**config.mk**
```make
export PLATFORM = sky130hd
export DESIGN_NAME = quire_accumulator
export DESIGN_NICKNAME = d
export VERILOG_FILES = /design/src/rtl/quire_pkg.sv /design/src/rtl/quire_segment.sv /design/src/rtl/quire_accumulator.sv
export SDC_FILE = /design/constraint.sdc
export NUM_CORES = 2
export LEC_CHECK = 0
export CAP_MARGIN = 20
export CELL_PAD_IN_SITES_DETAIL_PLACEMENT = 0
export CELL_PAD_IN_SITES_GLOBAL_PLACEMENT = 2
export CORE_ASPECT_RATIO = 0.6
export CORE_MARGIN = 4
export CORE_UTILIZATION = 30
export CTS_CLUSTER_SIZE = 25
export DETAILED_ROUTE_END_ITERATION = 12
export HOLD_SLACK_MARGIN = 0.02
export MAX_ROUTING_LAYER = met4
export PLACE_DENSITY_LB_ADDON = 0.1
export SETUP_SLACK_MARGIN = 0.4
export SYNTH_ARGS = -nofsm -noshare
export SYNTH_HDL_FRONTEND = slang
export SYNTH_SLANG_ARGS = --single-unit
export TNS_END_PERCENT = 10
```
**constraint.sdc**
```tcl
create_clock -name clk -period 10.5 [get_ports clk]
set_clock_uncertainty 0.05 [all_clocks]
set_input_delay 2.1 -clock clk [delete_from_list [all_inputs] [get_ports clk]]
set_output_delay 2.1 -clock clk [all_outputs]
set_load 0.1 [all_outputs]
```
**src/rtl/quire_pkg.sv**
```systemverilog
// Shared sizing, FSM states and segment addressing for the quire accumulator.
package quire_pkg;

  localparam int SEG_W     = 64;
  localparam int N_SEG     = 8;
  localparam int FLUSH_CYC = 8;

  localparam int IDX_W = $clog2(N_SEG);
  localparam int CNT_W = $clog2((FLUSH_CYC > N_SEG) ? FLUSH_CYC : N_SEG);

  typedef enum logic [1:0] {
    ACC   = 2'd0,
    FLUSH = 2'd1,
    DRAIN = 2'd2
  } state_t;

  // Even slices land on even segments, odd slices on the segment just above.
  function automatic logic [IDX_W-1:0] seg_sel(input logic [1:0] adr, input logic odd);
    return {adr, odd};
  endfunction

endpackage

```
**src/rtl/quire_segment.sv**
```systemverilog
// One carry-save quire segment: a value register plus its pending carry.
module quire_segment
  import quire_pkg::*;
#(
  parameter int W = SEG_W
) (
  input  logic         clk,
  input  logic         rst_n,
  input  logic         i_clear,
  input  logic [W-1:0] i_op,
  input  logic         i_cin,
  output logic [W-1:0] o_q,
  output logic         o_cout
);

  logic [W-1:0] r_q;
  logic         r_c;
  logic [W:0]   w_sum;

  assign w_sum  = {1'b0, r_q} + {1'b0, i_op} + {{W{1'b0}}, i_cin};
  assign o_q    = r_q;
  assign o_cout = r_c;

  // Add operand and neighbour carry; the carry-out waits one cycle in r_c.
  always_ff @(posedge clk or negedge rst_n) begin
    if (!rst_n) begin
      r_q <= '0;
      r_c <= 1'b0;
    end else if (i_clear) begin
      r_q <= '0;
      r_c <= 1'b0;
    end else begin
      r_q <= w_sum[W-1:0];
      r_c <= w_sum[W];
    end
  end

endmodule

```
**src/rtl/quire_accumulator.sv**
```systemverilog
// Exact 512-bit carry-save quire: accumulates product slices, resolves
// carries on finish, then streams the quire out LSB segment first.
module quire_accumulator
  import quire_pkg::*;
(
  input  logic             clk,
  input  logic             rst_n,
  input  logic             valid,
  input  logic             finish,
  input  logic             isInf,
  input  logic [SEG_W-1:0] frac_even,
  input  logic [SEG_W-1:0] frac_odd,
  input  logic [1:0]       adr_even,
  input  logic [1:0]       adr_odd,
  input  logic             sign_even,
  input  logic             sign_odd,
  output logic             in_ready,
  output logic             overrun,
  output logic             out_valid,
  output logic [SEG_W-1:0] out_data,
  output logic [IDX_W-1:0] out_idx,
  output logic             out_last,
  output logic             out_nar
);

  state_t             r_state;
  state_t             w_next;
  logic [CNT_W-1:0]   r_cnt;
  logic               r_nar;
  logic               w_accept;
  logic               w_clear;
  logic               w_last_drain;

  logic [IDX_W-1:0]   w_seg_even;
  logic [IDX_W-1:0]   w_seg_odd;
  logic [IDX_W-1:0]   w_upper;
  logic               w_upper_sign;
  logic [SEG_W-1:0]   w_op [N_SEG];
  logic [SEG_W-1:0]   w_q  [N_SEG];
  logic [N_SEG-1:0]   w_cin;
  logic [N_SEG-1:0]   w_cout;
  logic               w_unused_cout;

  logic               r_overrun;
  logic               r_out_valid;
  logic [SEG_W-1:0]   r_out_data;
  logic [IDX_W-1:0]   r_out_idx;
  logic               r_out_last;
  logic               r_out_nar;

  assign in_ready     = (r_state == ACC);
  assign w_accept     = valid & in_ready;
  assign w_last_drain = (r_state == DRAIN) && (r_cnt == CNT_W'(N_SEG - 1));
  assign w_clear      = w_last_drain;

  // Steer the two slices onto their segments and sign-extend above the upper one.
  always_comb begin
    w_seg_even   = seg_sel(adr_even, 1'b0);
    w_seg_odd    = seg_sel(adr_odd, 1'b1);
    w_upper      = (w_seg_odd > w_seg_even) ? w_seg_odd : w_seg_even;
    w_upper_sign = (w_seg_odd > w_seg_even) ? sign_odd : sign_even;
    for (int k = 0; k < N_SEG; k++) begin
      w_op[k] = '0;
      if (w_accept) begin
        if (IDX_W'(k) == w_seg_even) begin
          w_op[k] = frac_even;
        end else if (IDX_W'(k) == w_seg_odd) begin
          w_op[k] = frac_odd;
        end else if ((IDX_W'(k) > w_upper) && w_upper_sign) begin
          w_op[k] = '1;
        end
      end
    end
  end

  // Segment chain; the carry out of the top segment wraps away (mod 2^512).
  for (genvar k = 0; k < N_SEG; k++) begin : g_seg
    if (k == 0) begin : g_cin0
      assign w_cin[k] = 1'b0;
    end else begin : g_cink
      assign w_cin[k] = w_cout[k-1];
    end
    quire_segment #(.W(SEG_W)) u_seg (
      .clk     (clk),
      .rst_n   (rst_n),
      .i_clear (w_clear),
      .i_op    (w_op[k]),
      .i_cin   (w_cin[k]),
      .o_q     (w_q[k]),
      .o_cout  (w_cout[k])
    );
  end
  assign w_unused_cout = w_cout[N_SEG-1];

  // State register.
  always_ff @(posedge clk or negedge rst_n) begin
    if (!rst_n) r_state <= ACC;
    else        r_state <= w_next;
  end

  // Next state: ACC until finish, fixed-length FLUSH, then one DRAIN beat per segment.
  always_comb begin
    w_next = r_state;
    case (r_state)
      ACC:     if (finish) w_next = FLUSH;
      FLUSH:   if (r_cnt == CNT_W'(FLUSH_CYC - 1)) w_next = DRAIN;
      DRAIN:   if (w_last_drain) w_next = ACC;
      default: w_next = ACC;
    endcase
  end

  // Phase counter: restarts on every state change, idle in ACC.
  always_ff @(posedge clk or negedge rst_n) begin
    if (!rst_n) begin
      r_cnt <= '0;
    end else if ((r_state == ACC) || (r_state != w_next)) begin
      r_cnt <= '0;
    end else begin
      r_cnt <= r_cnt + 1'b1;
    end
  end

  // Sticky NaR flag for the current dot product.
  always_ff @(posedge clk or negedge rst_n) begin
    if (!rst_n) begin
      r_nar <= 1'b0;
    end else if (w_clear) begin
      r_nar <= 1'b0;
    end else if (w_accept && isInf) begin
      r_nar <= 1'b1;
    end
  end

  // Output beats and the overrun pulse for inputs offered while busy.
  always_ff @(posedge clk or negedge rst_n) begin
    if (!rst_n) begin
      r_overrun   <= 1'b0;
      r_out_valid <= 1'b0;
      r_out_data  <= '0;
      r_out_idx   <= '0;
      r_out_last  <= 1'b0;
      r_out_nar   <= 1'b0;
    end else begin
      r_overrun   <= (valid | finish) & ~in_ready;
      r_out_valid <= (r_state == DRAIN);
      r_out_last  <= w_last_drain;
      if (r_state == DRAIN) begin
        r_out_data <= w_q[r_cnt[IDX_W-1:0]];
        r_out_idx  <= r_cnt[IDX_W-1:0];
        r_out_nar  <= r_nar;
      end
    end
  end

  assign overrun   = r_overrun;
  assign out_valid = r_out_valid;
  assign out_data  = r_out_data;
  assign out_idx   = r_out_idx;
  assign out_last  = r_out_last;
  assign out_nar   = r_out_nar;

endmodule

```
==> impl_metrics.tcl <==
set metrics [dict create \
    grt_busiest_layer "met1" \
    rsz0062_at_grt "false" \
    final_hold_viol_count 0 \
    cp_max_fo 24 \
    setup_slack_ns 1.38 \
    die_area_mm2 0.192 \
    slew_headroom_pct 16.6 \
    cts.sinks 596 \
    drv_cap 0 \
    power_density_mw_per_mm2 292 \
    drive_gt1_share_pct 6.18 \
    die_h_um 341 \
    grt_pass1_wl_mm 397 \
    grt.overflow.total 0 \
    cp.required_ns 11.06 \
    grt_max_degree 142 \
    finalSetupViolations 0 \
    async_flop_share_pct 100 \
    use_met1_pct 48.3 \
    fin_util_pct 34.3 \
    use_met2_pct 32.8 \
    crit_type "primary input to register" \
    power_mw 18.3 \
    synth_top_flop_cell "dfrtp_1" \
    worstPathCellList "clkdlybuf4s50_1, inv_1, ha_1, o21bai_1, mux2_2, o21ai_0, a21oi_4, buf_4, o21a_1, ha_1, a21oi_1, o211a_1, o31ai_1, a21oi_1, buf_4, a311oi_1, o31ai_1, buf_4, o31a_1, o21ai_1, a41oi_1, o21a_1, nor2_1" \
    synth_top_area_share_pct 26.9 \
    numPortBuffers 210 \
    root_buffer "clkbuf_16" \
    synthesis.instances 6546 \
    ys_types 90 \
    synth_edf_count 0 \
    irDropWorstVdd_uv 185 \
    coreArea_mm2 0.182 \
    dp_hpwl_mm 230 \
    cts-buffers-inserted 79 \
    start_util_pct 30.4 \
    final.period_utilization_pct 86.8 \
    antenna_found_initial 62 \
    crit_path_frequent_cell "buf_4" \
    avgSynthCellArea_um2 8.46 \
    cts_tree "yes" \
    cp-start-kind "primary input" \
    drc_errors 0 \
    syn_area_mm2 0.0554 \
    postLayoutCellArea_mm2 0.0626 \
    synth_nets 7209 \
    total_leakage_power_nw 28.3 \
    grt_use_met3_pct 11.7 \
    synth.area.top_cells "dfrtp_1 27%, ha_1 12%, o21a_1 6.9%" \
    worst_ep_arrival_time_ns 9.68 \
    grtUsageTotal_pct 29.8 \
    io_pins 211 \
    ys_ff_latch 596 \
    synth_seq_area_share_pct 26.9 \
    fin_nets 7173 \
    critPathSlowestCell "o31ai_1" \
    wire_per_inst_um 31.6 \
    critPathCaptureType "register" \
    slew_viol_final 0 \
    h-tree-depth 3 \
    vias 53118 \
    placed_area_mm2 0.0598 \
    die_w_um 563 \
    post_cts_buffers 0 \
    r2r_slack_ns 3.95 \
    grt_pass1_vias 49565 \
    slowest_delay_ns 1.01 \
    pre_cts_slack_ns 1.01 \
    path_clk_slew_ns 0.06 \
    firstDrtPassIters 5 \
    ys.warnings.count 0 \
    drt_iter0_drc 6635 \
    rr_worst_depth 20 \
    routed_wl_mm 286 \
    viasPerCell 5.87 \
    layout_min_cycle_time_ns 9.12 \
    clock_path_buffers 3 \
    clk_latency_ns 0.71 \
    min_path_type "register to register" \
    drtAntennaViolNets 0 \
    tns_ns 0 \
    ctsHoldBuffers 0 \
    place.gp.congestion 0.988 \
    syn2layout_area_growth_pct 13.0 \
    tightest_slew_ns 1.25 \
    status "finished clean" \
    synth_top_area_cell "dfrtp_1" \
    holdPathStages 2 \
    cts.repair.resized 0 \
    rows 121 \
    fmax_mhz 110 \
]
==> path summary, 6_finish.rpt <==
kind,startpoint,to
max,adr_even[1],g_seg[6].u_seg.o_cout
min,out_nar,out_nar
max reg2reg,r_state[0],g_seg[6].u_seg.o_cout
min reg2reg,out_nar,out_nar
max in group asynchronous,rst_n,g_seg[0].u_seg.o_q[58]
min in group asynchronous,rst_n,g_seg[6].u_seg.o_q[2]
==> logic make-up after synthesis <==
family,count (synthesis),synth area share [%]
AOI/OAI and AO/OA,2328,27.9
xor gates and xnor gates,448,7.09
adders and majority gates,524,12.0
buffers and inverters,537,3.65
DFF,596,26.9
muxes,204,6.58
and+or+nand+nor,1909,15.8
==> where the power goes <==
part | internal (mW) | switching (mW) | total [mW]
clock network | 1.78 | 1.27 | 3.04
registers | 3.41 | 2.35 | 5.76
logic | 3.43 | 6.03 | 9.46
total | 8.62 | 9.64 | 18.3
==> state kept, by name, summed over array words and instances (netlist names) <==
signal	flops
out_valid	1
overrun	1
g_seg.u_seg.o_q	512
out_last	1
out_nar	1
r_nar	1
g_seg.u_seg.o_cout	7
r_cnt	3
out_idx	3
r_state	2
out_data	64
==> layout make-up <==
class	count	area [µm²]
Sequential cell	596	14900
Clock inverter	28	393
Clock buffer	110	2350
Antenna cell	24	60.1
Inverter	147	559
Multi-Input combinational cell	5413	38600
Fill cell	19237	120000
Tap cell	2460	3080
Timing Repair Buffer	273	2640
==> through the flow <==
step,instances,hold slack (ns)
after floorplan,6546,0.389
after global placement,8889,0.412
after detailed placement,8889,0.414
after CTS,9027,0.429
after global routing,9038,0.443
final,9051,0.420
==> routing by layer <==
layer / wire length [µm] / vias up
met1: 151000 / 26679
met3: 37300 / 197
met4: 3640 / 0
li1: - / 23947
met5: 0 / -
met2: 94000 / 2295
==> Yosys cell counts (16+ instances only) <==
library cell / count
a211oi_1: 57
a21o_1: 351
a21oi_1: 581
a221o_1: 19
a31oi_1: 66
a41oi_1: 16
and2_1: 111
and3_1: 46
buf_1: 22
clkbuf_1: 365
dfrtp_1: 596
ha_1: 509
inv_1: 147
mux2i_1: 75
mux4_2: 128
nand2_1: 465
nand2b_1: 50
nand3_1: 87
nand4_1: 149
nor2_1: 751
nor2b_1: 56
nor3_1: 104
nor4_1: 21
o211ai_1: 22
o21a_1: 509
o21ai_0: 320
o21ai_1: 62
o21bai_1: 91
o31a_1: 20
o31ai_1: 30
or2_2: 18
xnor2_1: 252
xor2_1: 196
==> cells in the final DEF (no fill, tap or decap), drive strengths merged, types with 15 or more instances in the layout <==
master and n:
xor2 196, or2 22, xnor2 252, nor2b 56, o21bai 91, fa 15, o21ai 384, diode 24
and2 112, a21oi 583, mux2i 75, nand3 88, nor2 751, clkbuf 110, nand4 149, a21o 351
a221o 19, buf 64, a21boi 22, nand2b 50, a31oi 67, nor3 106, o21a 509, o31ai 34
clkdlybuf4s50 209, o31a 20, dfrtp 596, nor4 21, a41oi 16, a211oi 58, o41ai 17, and3 46
mux4 128, o211ai 22, nand2 466, inv 150, ha 509
==> critical path, delay by kind of cell <==
kind,cells,cell delay (ns)
simple gates,1,0.16
compound gates,14,4.30
fa+ha+maj,2,0.92
mux,1,0.43
buf+inv,5,1.66
Note: power is estimated with default switching activity, not from simulation.
